**src/rtl/shift_add_mul8.sv**
```systemverilog
// Sequential unsigned shift-and-add multiplier: WIDTH iterations, then one FIN cycle
// so the downstream register (which captures while done is low) sees the final product.
module shift_add_mul8 #(
   parameter int unsigned WIDTH = 8
) (
   input  logic                 clk,
   input  logic                 rst,
   input  logic                 start,
   input  logic [WIDTH-1:0]     a,
   input  logic [WIDTH-1:0]     b,
   output logic [2*WIDTH-1:0]   product,
   output logic                 done,
   output logic                 busy
);

   localparam int unsigned PW   = 2 * WIDTH;
   localparam int unsigned CntW = (WIDTH > 1) ? $clog2(WIDTH) : 1;

   typedef enum logic [1:0] {StIdle, StCalc, StFin, StDone} state_e;

   state_e            state_q, state_d;
   logic [PW-1:0]     mcand_q, mcand_d;
   logic [WIDTH-1:0]  mplier_q, mplier_d;
   logic [CntW-1:0]   count_q, count_d;
   logic [PW-1:0]     product_q, product_d;
   logic              done_q, done_d;
   logic              busy_q, busy_d;

   always_comb begin
      state_d   = state_q;
      mcand_d   = mcand_q;
      mplier_d  = mplier_q;
      count_d   = count_q;
      product_d = product_q;
      done_d    = done_q;
      busy_d    = busy_q;
      unique case (state_q)
         StIdle, StDone: begin
            if (start) begin
               mcand_d   = {{WIDTH{1'b0}}, a};
               mplier_d  = b;
               product_d = '0;
               count_d   = '0;
               done_d    = 1'b0;
               busy_d    = 1'b1;
               state_d   = StCalc;
            end
         end
         StCalc: begin
            // Carry-out cannot occur: the product of two WIDTH-bit values fits in PW bits.
            if (mplier_q[0]) begin
               product_d = product_q + mcand_q;
            end
            mcand_d  = mcand_q << 1;
            mplier_d = mplier_q >> 1;
            count_d  = count_q + 1'b1;
            if (count_q == CntW'(WIDTH - 1)) begin
               state_d = StFin;
            end
         end
         StFin: begin
            state_d = StDone;
            done_d  = 1'b1;
            busy_d  = 1'b0;
         end
         default: begin
            state_d = StIdle;
         end
      endcase
   end

   always_ff @(posedge clk or negedge rst) begin
      if (!rst) begin
         state_q   <= StIdle;
         mcand_q   <= '0;
         mplier_q  <= '0;
         count_q   <= '0;
         product_q <= '0;
         done_q    <= 1'b1;
         busy_q    <= 1'b0;
      end else begin
         state_q   <= state_d;
         mcand_q   <= mcand_d;
         mplier_q  <= mplier_d;
         count_q   <= count_d;
         product_q <= product_d;
         done_q    <= done_d;
         busy_q    <= busy_d;
      end
   end

   assign product = product_q;
   assign done    = done_q;
   assign busy    = busy_q;

endmodule

```
**config.mk**
```make
export PLATFORM = sky130hd
export DESIGN_NAME = shift_add_mul8
export DESIGN_NICKNAME = d
export VERILOG_FILES = /design/src/rtl/shift_add_mul8.sv
export SDC_FILE = /design/constraint.sdc
export NUM_CORES = 1
export LEC_CHECK = 0
export BUFFER_PORTS_ARGS = -buffer_cell sky130_fd_sc_hd__buf_2
export CORE_ASPECT_RATIO = 0.6
export CORE_MARGIN = 1
export CORE_UTILIZATION = 45
export CTS_CLUSTER_SIZE = 40
export DETAILED_ROUTE_END_ITERATION = 12
export PLACE_DENSITY_LB_ADDON = 0.05
export SYNTH_ARGS = -nofsm -noshare
export SYNTH_HDL_FRONTEND = slang
export SYNTH_SLANG_ARGS = --single-unit
```
**constraint.sdc**
```tcl
create_clock -name clk -period 4.3 [get_ports clk]
set_clock_uncertainty 0.2 [all_clocks]
set_input_delay 0.645 -clock clk [delete_from_list [all_inputs] [get_ports clk]]
set_output_delay 0.645 -clock clk [all_outputs]
set_load 0.01 [all_outputs]
```
==> run metrics, run 1 <==
outcome=finished clean; RePlAce Congestion=approximately 0.80; hold path depth=2; H-tree depth=2; Yosys reg bits=47; global-route wire length before repair=a little over 9 mm; first-pass iteration count of the detailed router=4; Total GRT Usage=slightly below 20%; fin nets=about 350; worst reg-to-reg setup slack=1490 ps; FP Rows=21; routed wire length=approximately 5.6 mm; FILL cells=537; Initial Util=approximately 47%; Area after DPL=around 2900 um^2; LEAKAGE=1.54 nW; startpoint types=register; pre-CTS setup slack=about 1500 ps; DRC viols=0; Routed Antenna Nets=0; initial antenna violation count=0; worst hold start=mplier_q[2]$_DFFE_PN0P_; crit-path max FO=4; Worst EP required=between 4000 and 5000 ps; full die area=6250 um^2; share of cells above drive strength 1=around 17%; RSZ-0062 raised after global routing=no; EDFF count, synth=0; CTS Buffer Depth=2; Hold Fails Final Rpt=0; total CTS buffers=5; final number of setup-violating endpoints=0; Setup CP Type=register to register; clock sink count=47; CTS tree=done; Worst VDD drop=between 0.3 and 0.4 mV; core area=5650 um^2; hold_buf cts=0; # diodes=0; most frequent cells in the layout=dfrtp_1 (46), nand2_1 (42), buf_2 (36), o21ai_0 (35), ha_1 (20); Post-Syn Instances=273; Seq/Total Area, Yosys=approximately 44%; worst hold path class=register to register; Pwr Density=~700 nW/um^2; Worst Reg-to-Reg Cells=10; Worst EP arrival=around 2800 ps; I/O pins=37; Post-synth top flop=dfrtp_1; chip width=between 100 and 150 um; minimum hold slack=roughly 290 ps; Vias=2030; chip height=about 60 um; Syn Std Cell Area=2670 um^2; CTS Root Cell=clkbuf_8; commonest non-fill, non-tap cell in the layout=dfrtp_1; area growth from synthesis to layout=13.9%; Max Cap Violations=0; worst-margin pin slew=~1000 ps; largest net degree at the start of global routing=48; Final WS setup=roughly 1500 ps; maximum clock frequency=~0.36 GHz; fin. max-slew vios=0; worst skew pair latency=about 290 ps; crit share post-route=65.2%; cts repair resizes=0; Post-synth ARST share=100%; Finished Cell Area=around 3000 um^2; Reg2Reg Launch Point=mcand_q[0]$_DFFE_PN0P_; max_slew headroom=30.2%; DP HPWL=between 4 and 5 mm; syn avg cell area=between 9 and 10 um^2; Setup Fix Bufs, Post-CTS=0; Final min period=between 2000 and 3000 ps; Endpoint, Worst Hold=mplier_q[2]$_DFFE_PN0P_; Syn. warnings=0; drt wl/cell=between 10 and 15 um; setup TNS=0 ps; Avg Vias per Cell=about 5.2; total grt overflow=0; clock slew at reported path FFs=approximately 80 ps; I/O Buffers=36; vias in the first global route=approximately 1800; number of DRC markers in iteration 0=approximately 120; CP Capture Type=register; count of different cell masters after synthesis=39; Synth Net Count=between 300 and 400; R2R Path End=product[14]$_DFFE_PN0P_
[stage by stage]
step                util, %  power (mW)  cells
CTS                    53.8        2.11    388
detailed placement     52.0        1.81    380
finish                 53.8        2.09    388
floorplan                 -        1.51    273
global placement       52.0        1.80    380
global route           53.8        2.29    388
[registers in the layout, summed over array words and instances (netlist names)]
| signal | cells |
|---|---|
| busy | 1 |
| mplier_q | 8 |
| count_q | 3 |
| product | 16 |
| mcand_q | 16 |
| state_q | 2 |
| done | 1 |
[synth_stat cells (5+ instances only)]
library cell  instances  area (um^2)
nor2b_1               6         37.5
a22o_1               11         96.3
dfrtp_1              46         1150
o21ai_0              35          175
xnor2_1               5         43.8
nand2_1              42          158
clkbuf_1             10         37.5
ha_1                 20          250
xor2_1                7         61.3
a21o_1                8         60.1
a21oi_1              13         65.1
inv_1                10         37.5
mux2i_1              17          170
nor2_1                6         22.5
[worst max-delay path: stages (launching register included)]
cell and delay (ps):
dfrtp_1 410, ha_1 230, inv_1 70, fa_1 400, nor2b_1 180, o31ai_1 130, a21oi_1 340, nand3_1 160
o31ai_1 280, xnor2_1 160, o21ai_0 110
[worst max-delay path by stage]
stage | startpoint | endpoint | slack [ps] | cells after the start
6_report | mcand_q[0]$_DFFE_PN0P_ | product[14]$_DFFE_PN0P_ | 1490 | 10
5_1_grt | mcand_q[0]$_DFFE_PN0P_ | product[14]$_DFFE_PN0P_ | 1240 | 10
4_1_cts | mcand_q[0]$_DFFE_PN0P_ | product[14]$_DFFE_PN0P_ | 1490 | 10
3_5_place_dp | mcand_q[0]$_DFFE_PN0P_ | product[14]$_DFFE_PN0P_ | 1530 | 10
3_3_place_gp | state_q[0]$_DFFE_PN0P_ | product[1]$_DFFE_PN0P_ | 1650 | 6
2_1_floorplan | product[0]$_DFFE_PN0P_ | product[14]$_DFFE_PN0P_ | 1890 | 10
[power breakdown]
group | switching, mW | internal [mW] | leakage, nW
sequential | 0.131 | 0.608 | 0.612
clock | 0.145 | 0.147 | 0.0515
combinational | 0.622 | 0.434 | 0.881
[cells by family after synthesis]
family | Yosys count | synth area share (%)
buffers and inverters | 22 | 3.09
DFF | 47 | 44.1
AOI/OAI and AO/OA | 87 | 21.1
muxes | 18 | 6.80
and+or+nand+nor | 66 | 10.8
adders and majority gates | 21 | 10.1
xor gates and xnor gates | 12 | 3.94
[layer usage]
| layer | vias to the layer above | GRT usage (%) | share of wire (%) |
|---|---|---|---|
| met4 | 0 | 3.11 | 0.37 |
| met2 | 39 | 27.2 | 38 |
| met5 | - | 0 | 0 |
| li1 | 1048 | - | - |
| met3 | 2 | 3.86 | 4.3 |
| met1 | 941 | 31.8 | 58 |
[area by class of cell]
cell class,count,area [um^2],area share [%]
clock buffers,8,100,3.29
inverters,10,37.5,1.24
multi-input cells,204,1420,46.8
flip-flops and latches,47,1180,38.7
well taps,80,100,3.29
repair buffers,39,203,6.67
Power figures use the tool's default switching activity.
==> run 2: changes to the inputs <==
==> constraint.sdc (replaced) <==
create_clock -name clk -period 2.6 [get_ports clk]
set_clock_uncertainty 0.2 [all_clocks]
set_input_delay 0.39 -clock clk [delete_from_list [all_inputs] [get_ports clk]]
set_output_delay 0.39 -clock clk [all_outputs]
set_load 0.01 [all_outputs]
==> run 2 against run 1 <==
Register-to-register slack worse by 1400 ps. Die area stayed put. Core utilization is 2.0 points higher. Wire length is 3.6% higher. Cell area is 3.8% higher. Critical endpoint unchanged. Non-clock buffer count is 12 higher. Count of clock-buffer cells in the layout is 1 lower. Combinational power is 78% higher. First-iteration DRC count is 27% lower. Sequential share of layout area is 1.4 points lower.
==> run metrics, run 2 (same netlist as run 1, synthesis figures left out) <==
outcome=finished clean (unchanged); Worst EP required=2590 ps (was 4250 ps); setup TNS=0 ps (unchanged); Worst EP arrival=2470 ps (was 2760 ps); fin nets=359 (was 347); Initial Util=47.2% (unchanged); # diodes=0 (unchanged); clock sink count=47 (unchanged); chip height=61.7 um (unchanged); hold path depth=3 (was 2); clock slew at reported path FFs=90 ps (was 80 ps); first-pass iteration count of the detailed router=5 (was 4); share of cells above drive strength 1=20.9% (was 16.9%); Worst Reg-to-Reg Cells=10 (unchanged); most frequent cells in the layout=dfrtp_1 (46), nand2_1 (42), buf_2 (36), o21ai_0 (35), ha_1 (19) (was dfrtp_1 (46), nand2_1 (42), buf_2 (36), o21ai_0 (35), ha_1 (20)); LEAKAGE=1.60 nW (was 1.54 nW); FILL cells=517 (was 537); Pint=2.01 mW (was 1.19 mW); worst hold path class=input pin to register (was register to register); Routed Antenna Nets=0 (unchanged); startpoint types=register (unchanged); pre-CTS setup slack=46.9 ps (was 1530 ps); core area=5650 um^2 (unchanged); routed wire length=5.84 mm (was 5.64 mm); Worst VDD drop=0.482 mV (was 0.300 mV); DRC viols=0 (unchanged); Area after DPL=3010 um^2 (was 2940 um^2); Total GRT Usage=20.1% (was 19.7%); max_slew headroom=61.8% (was 30.2%); I/O Buffers=36 (unchanged); Hold Fails Final Rpt=0 (unchanged); CTS Buffer Depth=2 (unchanged); H-tree depth=2 (unchanged); Finished Cell Area=3150 um^2 (was 3040 um^2); Endpoint, Worst Hold=mcand_q[1]$_DFFE_PN0P_ (was mplier_q[2]$_DFFE_PN0P_); total power=3.55 mW (was 2.09 mW); commonest non-fill, non-tap cell in the layout=dfrtp_1 (unchanged); Switch Pwr=1.53 mW (was 898 uW); I/O pins=37 (unchanged); area growth from synthesis to layout=18.2% (was 13.9%); crit-path max FO=4 (unchanged); drt wl/cell=14.6 um (was 14.5 um); worst-margin pin slew=572 ps (was 1050 ps); number of DRC markers in iteration 0=86 (was 118); RSZ-0062 raised after global routing=no (unchanged); Flop pwr share=34.7% (was 35.4%); global-route wire length before repair=9.31 mm (was 9.25 mm); crit share post-route=95.5% (was 65.2%); Final WS setup=117 ps (was 1490 ps); Final min period=2480 ps (was 2810 ps); total CTS buffers=5 (unchanged); maximum clock frequency=0.403 GHz (was 0.356 GHz); fin. max-slew vios=0 (unchanged); initial antenna violation count=0 (unchanged); switching part of the total=43.2% (was 43.0%); worst reg-to-reg setup slack=120 ps (was 1490 ps); R2R Path End=product[14]$_DFFE_PN0P_ (unchanged); CTS tree=done (unchanged); full die area=6250 um^2 (unchanged); Max Cap Violations=0 (unchanged); Pwr Density=1130 nW/um^2 (was 687 nW/um^2); Setup CP Type=register to register (unchanged); chip width=101 um (unchanged); combinational fraction of design power=53.3% (was 50.6%); FP Rows=21 (unchanged); total grt overflow=0 (unchanged); worst skew pair latency=290 ps (about the same); vias in the first global route=1844 (was 1824); clock network power share=12.0% (was 14.0%); Reg2Reg Launch Point=mcand_q[0]$_DFFE_PN0P_ (unchanged); largest net degree at the start of global routing=40 (was 48); CP Capture Type=register (unchanged); RePlAce Congestion=0.830 (was 0.798); worst hold start=a[1] (was mplier_q[2]$_DFFE_PN0P_); Avg Vias per Cell=5.16 (was 5.23); final number of setup-violating endpoints=0 (unchanged); Vias=2065 (was 2030); DP HPWL=4.38 mm (was 4.15 mm); CTS Root Cell=clkbuf_8 (unchanged)
[run 2: changes by cell type in the layout (fill, tap and decap cells not counted), sizes merged]
cell | previous run | this run
dlygate4sd3 | 0 | 1
clkbuf | 8 | 7
buf | 39 | 50
clkinv | 0 | 1
[run 2: metal layers]
layer  vias up  track usage [%]  share of wire, %
met3         2             4.31               5.0
met2        44             27.5                39
met5         -                0                 0
met4         0             4.35              0.36
li1       1065                -                 -
met1       954             32.0                56
[run 2: through the flow]
stage	std cells	utilization, %	hold slack [ps]
6_report	400	55.8	182
5_1_grt	400	55.8	208
4_1_cts	397	54.9	172
3_5_place_dp	388	53.3	229
3_3_place_gp	388	53.3	232
2_1_floorplan	273	-	-106
[run 2: worst max path at each step]
| stage | from | endpoint | slack, ps | cells past startpoint |
|---|---|---|---|---|
| floorplan | product[0]$_DFFE_PN0P_ | product[14]$_DFFE_PN0P_ | 190 | 10 |
| global placement | mcand_q[0]$_DFFE_PN0P_ | product[14]$_DFFE_PN0P_ | 140 | 10 |
| detailed placement | mcand_q[0]$_DFFE_PN0P_ | product[14]$_DFFE_PN0P_ | 50 | 10 |
| CTS | mcand_q[0]$_DFFE_PN0P_ | product[14]$_DFFE_PN0P_ | 50 | 10 |
| global route | product[1]$_DFFE_PN0P_ | product[15]$_DFFE_PN0P_ | 5 | 8 |
| finish | mcand_q[0]$_DFFE_PN0P_ | product[14]$_DFFE_PN0P_ | 120 | 10 |
[run 2: critical path, cell delays in order, from the launching register on]
cell and delay [ps]:
dfrtp_1 400, ha_1 220, inv_1 70, fa_1 410
nor2b_2 160, o31ai_2 100, a21oi_2 190, nand3_1 160
o31ai_2 230, xnor2_1 140, o21ai_0 80
[run 2: timing repair]
item | in CTS | in global routing
hold endpoints to repair | 22 | 0
hold buffers | 1 | 0
setup buffers | 0 | 3
setup endpoints to repair | 0 | 4
gates resized for setup | 0 | 5
[run 2: cell type report]
type	count	area, um^2	share of cell area, %
Tap cell	80	100	3.17
Clock inverter	1	5.00	0.159
Timing Repair Buffer	51	308	9.76
Multi-Input combinational cell	204	1450	46.0
Clock buffer	7	76.3	2.42
Inverter	10	37.5	1.19
Sequential cell	47	1180	37.3
[run 2: power by group through the flow]
stage	sequential, mW	combinational (mW)	clock [mW]
floorplan	1.22	1.29	0
global placement	1.23	1.85	0
detailed placement	1.24	1.85	0
CTS	1.23	1.86	0.446
global route	1.27	2.14	0.481
finish	1.23	1.89	0.427
